<file path="src/rtl/pong_match_ctrl.sv">
// Pong match sequencer: phase flags, serve/point countdowns, scores and win detection.
// Optional pause support is compiled in with the PONG_PAUSE_EN macro.
module pong_match_ctrl #(
  parameter int unsigned WIN_SCORE    = 7,
  parameter int unsigned SCORE_W      = 4,
  parameter int unsigned SERVE_FRAMES = 60,
  parameter int unsigned POINT_FRAMES = 30
) (
  input  logic               Clk,
  input  logic               Reset_n,
  input  logic               frame_clk,
  input  logic               start,
  input  logic               point_l,
  input  logic               point_r,
`ifdef PONG_PAUSE_EN
  input  logic               pause,
`endif
  output logic               nGame,
  output logic               eGame,
  output logic               resetB,
  output logic               run,
  output logic               serve_dir,
  output logic [SCORE_W-1:0] scoreL,
  output logic [SCORE_W-1:0] scoreR,
  output logic               winner,
  output logic [7:0]         countdown
);

  localparam logic [SCORE_W-1:0] WinScore = SCORE_W'(WIN_SCORE);
  localparam logic [7:0]         ServeLd  = 8'(SERVE_FRAMES);
  localparam logic [7:0]         PointLd  = 8'(POINT_FRAMES);

  typedef enum logic [2:0] {StIdle, StServe, StPlay, StPoint, StOver, StPaused} state_e;

  state_e             state_q, state_d;
  logic [7:0]         cnt_q, cnt_d;
  logic [SCORE_W-1:0] score_l_q, score_l_d, score_r_q, score_r_d;
  logic               serve_dir_q, serve_dir_d, winner_q, winner_d;
  logic               frame_q, start_q;
  logic               tick, start_e, pause_e;
  logic [SCORE_W-1:0] score_l_inc, score_r_inc;

  assign tick        = frame_clk & ~frame_q;
  assign start_e     = start & ~start_q;
  assign score_l_inc = score_l_q + SCORE_W'(1);
  assign score_r_inc = score_r_q + SCORE_W'(1);

`ifdef PONG_PAUSE_EN
  logic pause_q;
  assign pause_e = pause & ~pause_q;

  always_ff @(posedge Clk) begin
    pause_q <= pause;
  end
`else
  assign pause_e = 1'b0;
`endif

  // Edge registers load the live input during reset so a held level is not an edge.
  always_ff @(posedge Clk) begin
    frame_q <= frame_clk;
    start_q <= start;
    if (!Reset_n) begin
      state_q     <= StIdle;
      cnt_q       <= '0;
      score_l_q   <= '0;
      score_r_q   <= '0;
      serve_dir_q <= 1'b0;
      winner_q    <= 1'b0;
    end else begin
      state_q     <= state_d;
      cnt_q       <= cnt_d;
      score_l_q   <= score_l_d;
      score_r_q   <= score_r_d;
      serve_dir_q <= serve_dir_d;
      winner_q    <= winner_d;
    end
  end

  always_comb begin
    state_d     = state_q;
    cnt_d       = cnt_q;
    score_l_d   = score_l_q;
    score_r_d   = score_r_q;
    serve_dir_d = serve_dir_q;
    winner_d    = winner_q;
    unique case (state_q)
      StIdle: begin
        if (start_e) begin
          state_d   = StServe;
          score_l_d = '0;
          score_r_d = '0;
          cnt_d     = ServeLd;
        end
      end
      StServe, StPoint: begin
        if (tick) begin
          if (cnt_q == 8'd1) begin
            state_d = (state_q == StServe) ? StPlay : StServe;
            cnt_d   = (state_q == StServe) ? 8'd0 : ServeLd;
          end else begin
            cnt_d = cnt_q - 8'd1;
          end
        end
      end
      StPlay: begin
        // A simultaneous point pair is a tie and discarded; a real point beats pause.
        if (point_l && !point_r) begin
          score_l_d   = score_l_inc;
          serve_dir_d = 1'b1;
          if (score_l_inc == WinScore) begin
            state_d  = StOver;
            winner_d = 1'b0;
          end else begin
            state_d = StPoint;
            cnt_d   = PointLd;
          end
        end else if (point_r && !point_l) begin
          score_r_d   = score_r_inc;
          serve_dir_d = 1'b0;
          if (score_r_inc == WinScore) begin
            state_d  = StOver;
            winner_d = 1'b1;
          end else begin
            state_d = StPoint;
            cnt_d   = PointLd;
          end
        end else if (pause_e) begin
          state_d = StPaused;
        end
      end
      StPaused: begin
        if (pause_e) state_d = StPlay;
      end
      StOver: begin
        if (start_e) begin
          state_d     = StServe;
          score_l_d   = '0;
          score_r_d   = '0;
          serve_dir_d = 1'b0;
          cnt_d       = ServeLd;
        end
      end
      default: state_d = StIdle;
    endcase
  end

  always_comb begin
    nGame     = (state_q == StIdle);
    eGame     = (state_q == StOver);
    run       = (state_q == StPlay);
    resetB    = (state_q == StIdle) || (state_q == StServe) ||
                (state_q == StPoint) || (state_q == StOver);
    countdown = ((state_q == StServe) || (state_q == StPoint)) ? cnt_q : 8'd0;
    serve_dir = serve_dir_q;
    scoreL    = score_l_q;
    scoreR    = score_r_q;
    winner    = winner_q;
  end

endmodule

</file>
<file path="config.mk">
export PLATFORM = sky130hd
export DESIGN_NAME = pong_match_ctrl
export DESIGN_NICKNAME = d
export VERILOG_FILES = /design/src/rtl/pong_match_ctrl.sv
export SDC_FILE = /design/constraint.sdc
export NUM_CORES = 1
export LEC_CHECK = 0
export ABC_AREA = 1
export CAP_MARGIN = 20
export CORE_UTILIZATION = 50
export DETAILED_ROUTE_END_ITERATION = 16
export PLACE_DENSITY = 0.76
export SKIP_CTS_REPAIR_TIMING = 1
export SLEW_MARGIN = 0
export SYNTH_ARGS = -nofsm -noshare
export SYNTH_HDL_FRONTEND = slang
export SYNTH_SLANG_ARGS = --single-unit
</file>
<file path="constraint.sdc">
create_clock -name Clk -period 1.9 [get_ports Clk]
set_input_delay 0.475 -clock Clk [delete_from_list [all_inputs] [get_ports Clk]]
set_output_delay 0.475 -clock Clk [all_outputs]
set_load 0.005 [all_outputs]
</file>
==> metrics.cfg <==
[power_and_ir_drop]
irDropWorstVdd_mv = 0.575
p_total_w = 0.00260
power_leakage_nw = 1.07
cellPowerDensity_mw_per_mm2 = 1230

[yosys]
syn-num-nets = 259
ys_seq_area_share_pct = 29.2
synth_seq_cells = 23
ys.warnings.count = 0
syn_avg_cell_area_sq_um = 6.43
synthCells = 245
yosysUniqueCellTypes = 27
synth_area_sq_mm = 0.00158

[critical_path]
crit_chain = inv_2, nor2_4, buf_6, clkinvlp_4, buf_6, buf_4, nor2_1, buf_2
crit_family = buffers and inverters
crit_type = reg -> out
setup.worst_path.end_class = output pin
path_buf_inv = 6
slowest_delay_ns = 0.35
cp_max_fo = 3
critPathMostFrequentCell = buf_6
crit_required_ns = 1.42
cp.arrival_ns = 1.54
critPathSlowestCell = dfxtp_2
critPathLaunchType = flop

[final_layout]
multi_input_area_sq_um = 963
final_nets = 311
num-fill-cells = 269
regArea_sq_um = 463
syn2layout_area_growth_pct = 34.3
final_util_pct = 69.9
layout-drive-gt1-share_pct = 22.0
antenna_cells = 0

[global_route]
grt_pass1_wl_microns = 5870
grt.total_usage_pct = 22.3
antenna_found_initial = 0
grt_overflow = 0
grt_pass1_vias = 1382
grt_start_max_net_pins = 13

[floorplan]
core_area_sq_mm = 0.00303
dieHeight_microns = 58.1
ios = 28
dieArea_sq_mm = 0.00338
die_w_microns = 58.1
rows = 20
start_util_pct = 52.0

[sta]
setup-violations-final = 2
tns_ns = -0.222
timing.fmax_mhz = 497
final.setup_skew_ns = 0.00817
finalMaxSlewViolations = 0
hold_slack_ns = 0.490
hold_viol = 0
fin_ws_ns = -0.112
finalCritPeriodShare_pct = 106
rsz0062_at_grt = yes
slew_headroom_pct = 82.5
final.min_clock_period_ns = 2.01
timing_worst_slew_pin_value_ns = 0.261

[run]
drv_cap = 0

[clock_tree]
clk_path_buf_depth = 2
htreeDepth = 1
cts_sinks = 23
ctsRootBufferMaster = clkbuf_4
clk_pin_slew_worst_paths_ns = 0.12
clock_latency_ns = 0.31
cts_tree = yes
cts_made_buffers = 3

[placement]
preCtsSetupSlack_ns = -0.293
dp.final_hpwl_microns = 2770
globalplace.congestion = 0.909
portBuffers = 27

[routing]
routed_via_density = 4.81
drt-total-wl_microns = 3760
ant_nets = 0
vias = 1636
drc = 0
first_iter_violations = 55
firstDrtPassIters = 5
post_drt_wl_per_cell_microns = 11.1

[status]
violations = setup timing
status = complete, but fails checks

[min_path]
hold_class = reg -> reg

-- stage by stage --
step                      cells  cell area, sq um
after floorplan             245              1580
after global placement      325              1970
after detailed placement    325              1970
after CTS                   329              1990
after global routing        340              2120
final                       340              2120
-- cells in the final DEF (no fill, tap or decap), drive strengths merged --
cell type and count:
nand2 66, nor2 51, inv 37, buf 25
dfxtp 23, nand3 22, a21oi 16, clkdlybuf4s50 15
dlymetal6s2s 9, ha 8, o21ai 6, nand4 5
clkbuf 4, clkinvlp 2, nor3 2, clkinv 1
xor2 1, xnor2 1, o211ai 1, o31ai 1
-- final cells by class --
class | instances | share of cell area, %
Inverter | 39 | 7.10
Sequential cell | 23 | 21.9
Timing Repair Buffer | 49 | 21.3
Timing Repair inverter | 1 | 0.355
Multi-Input combinational cell | 180 | 45.5
Clock buffer | 4 | 1.24
Tap cell | 44 | 2.60
-- final timing paths --
kind / from / end / slack (ns) / cells after the start
worst max-delay path: state_q[0] / countdown[7] / -0.11 / 8
worst min-delay path: serve_dir / serve_dir / 0.49 / 2
worst max register to register: state_q[0] / scoreR[2] / 0.29 / 12
worst min register to register: serve_dir / serve_dir / 0.49 / 2
-- power breakdown --
group	switching (W)	internal (W)
logic	0.000981	0.000736
clock network	0.000148	0.0000821
registers	0.0000806	0.000576
total	0.00121	0.00139
-- cell families (layout without fill, tap and decap cells) --
family                   after synthesis  after routing  synth area share (%)
AO/OA/AOI/OAI                         24             24                  8.74
XOR/XNOR                               2              2                  1.11
adder cells (fa/ha/maj)                8              8                  6.35
buffers and inverters                 42             93                  10.8
flip-flops                            23             23                  29.2
AND/OR/NAND/NOR                      146            146                  43.8
-- flip-flops by register name, indices dropped and copies added (netlist names) --
register	cells
winner	1
state_q	3
scoreL	4
serve_dir	1
frame_q	1
start_q	1
cnt_q	8
scoreR	4
-- synthesized netlist by cell type, drive strengths merged --
cell type	number	share of area, %
nand2	66	17
nor2	51	16
inv	37	8.8
dfxtp	23	29
nand3	22	7.6
a21oi	16	5.1
ha	8	6.4
o21ai	6	2.4
nand4	5	2.0
buf	3	1.5
clkinv	2	0.48
nor3	2	0.64
o211ai	1	0.79
o31ai	1	0.48
xnor2	1	0.56
xor2	1	0.56
-- metal layers --
metal	global-route usage (%)	wire (microns)	up-vias
met5	0	0	-
met4	4.08	19	0
met3	4.02	122	2
met2	41.7	1900	34
met1	26.5	1720	731
li1	-	-	869
-- worst register-to-register path: stages (launching register included) --
cell and delay [ns]:
dfxtp_2 0.35, buf_4 0.15, nor2_4 0.06, buf_4 0.13
buf_4 0.13, nor2_2 0.16, inv_2 0.09, nand2_1 0.08
inv_2 0.06, nand3_2 0.09, nor2_1 0.05, a21oi_1 0.11
nor2_1 0.05
Note: power is estimated with default switching activity, not from simulation.
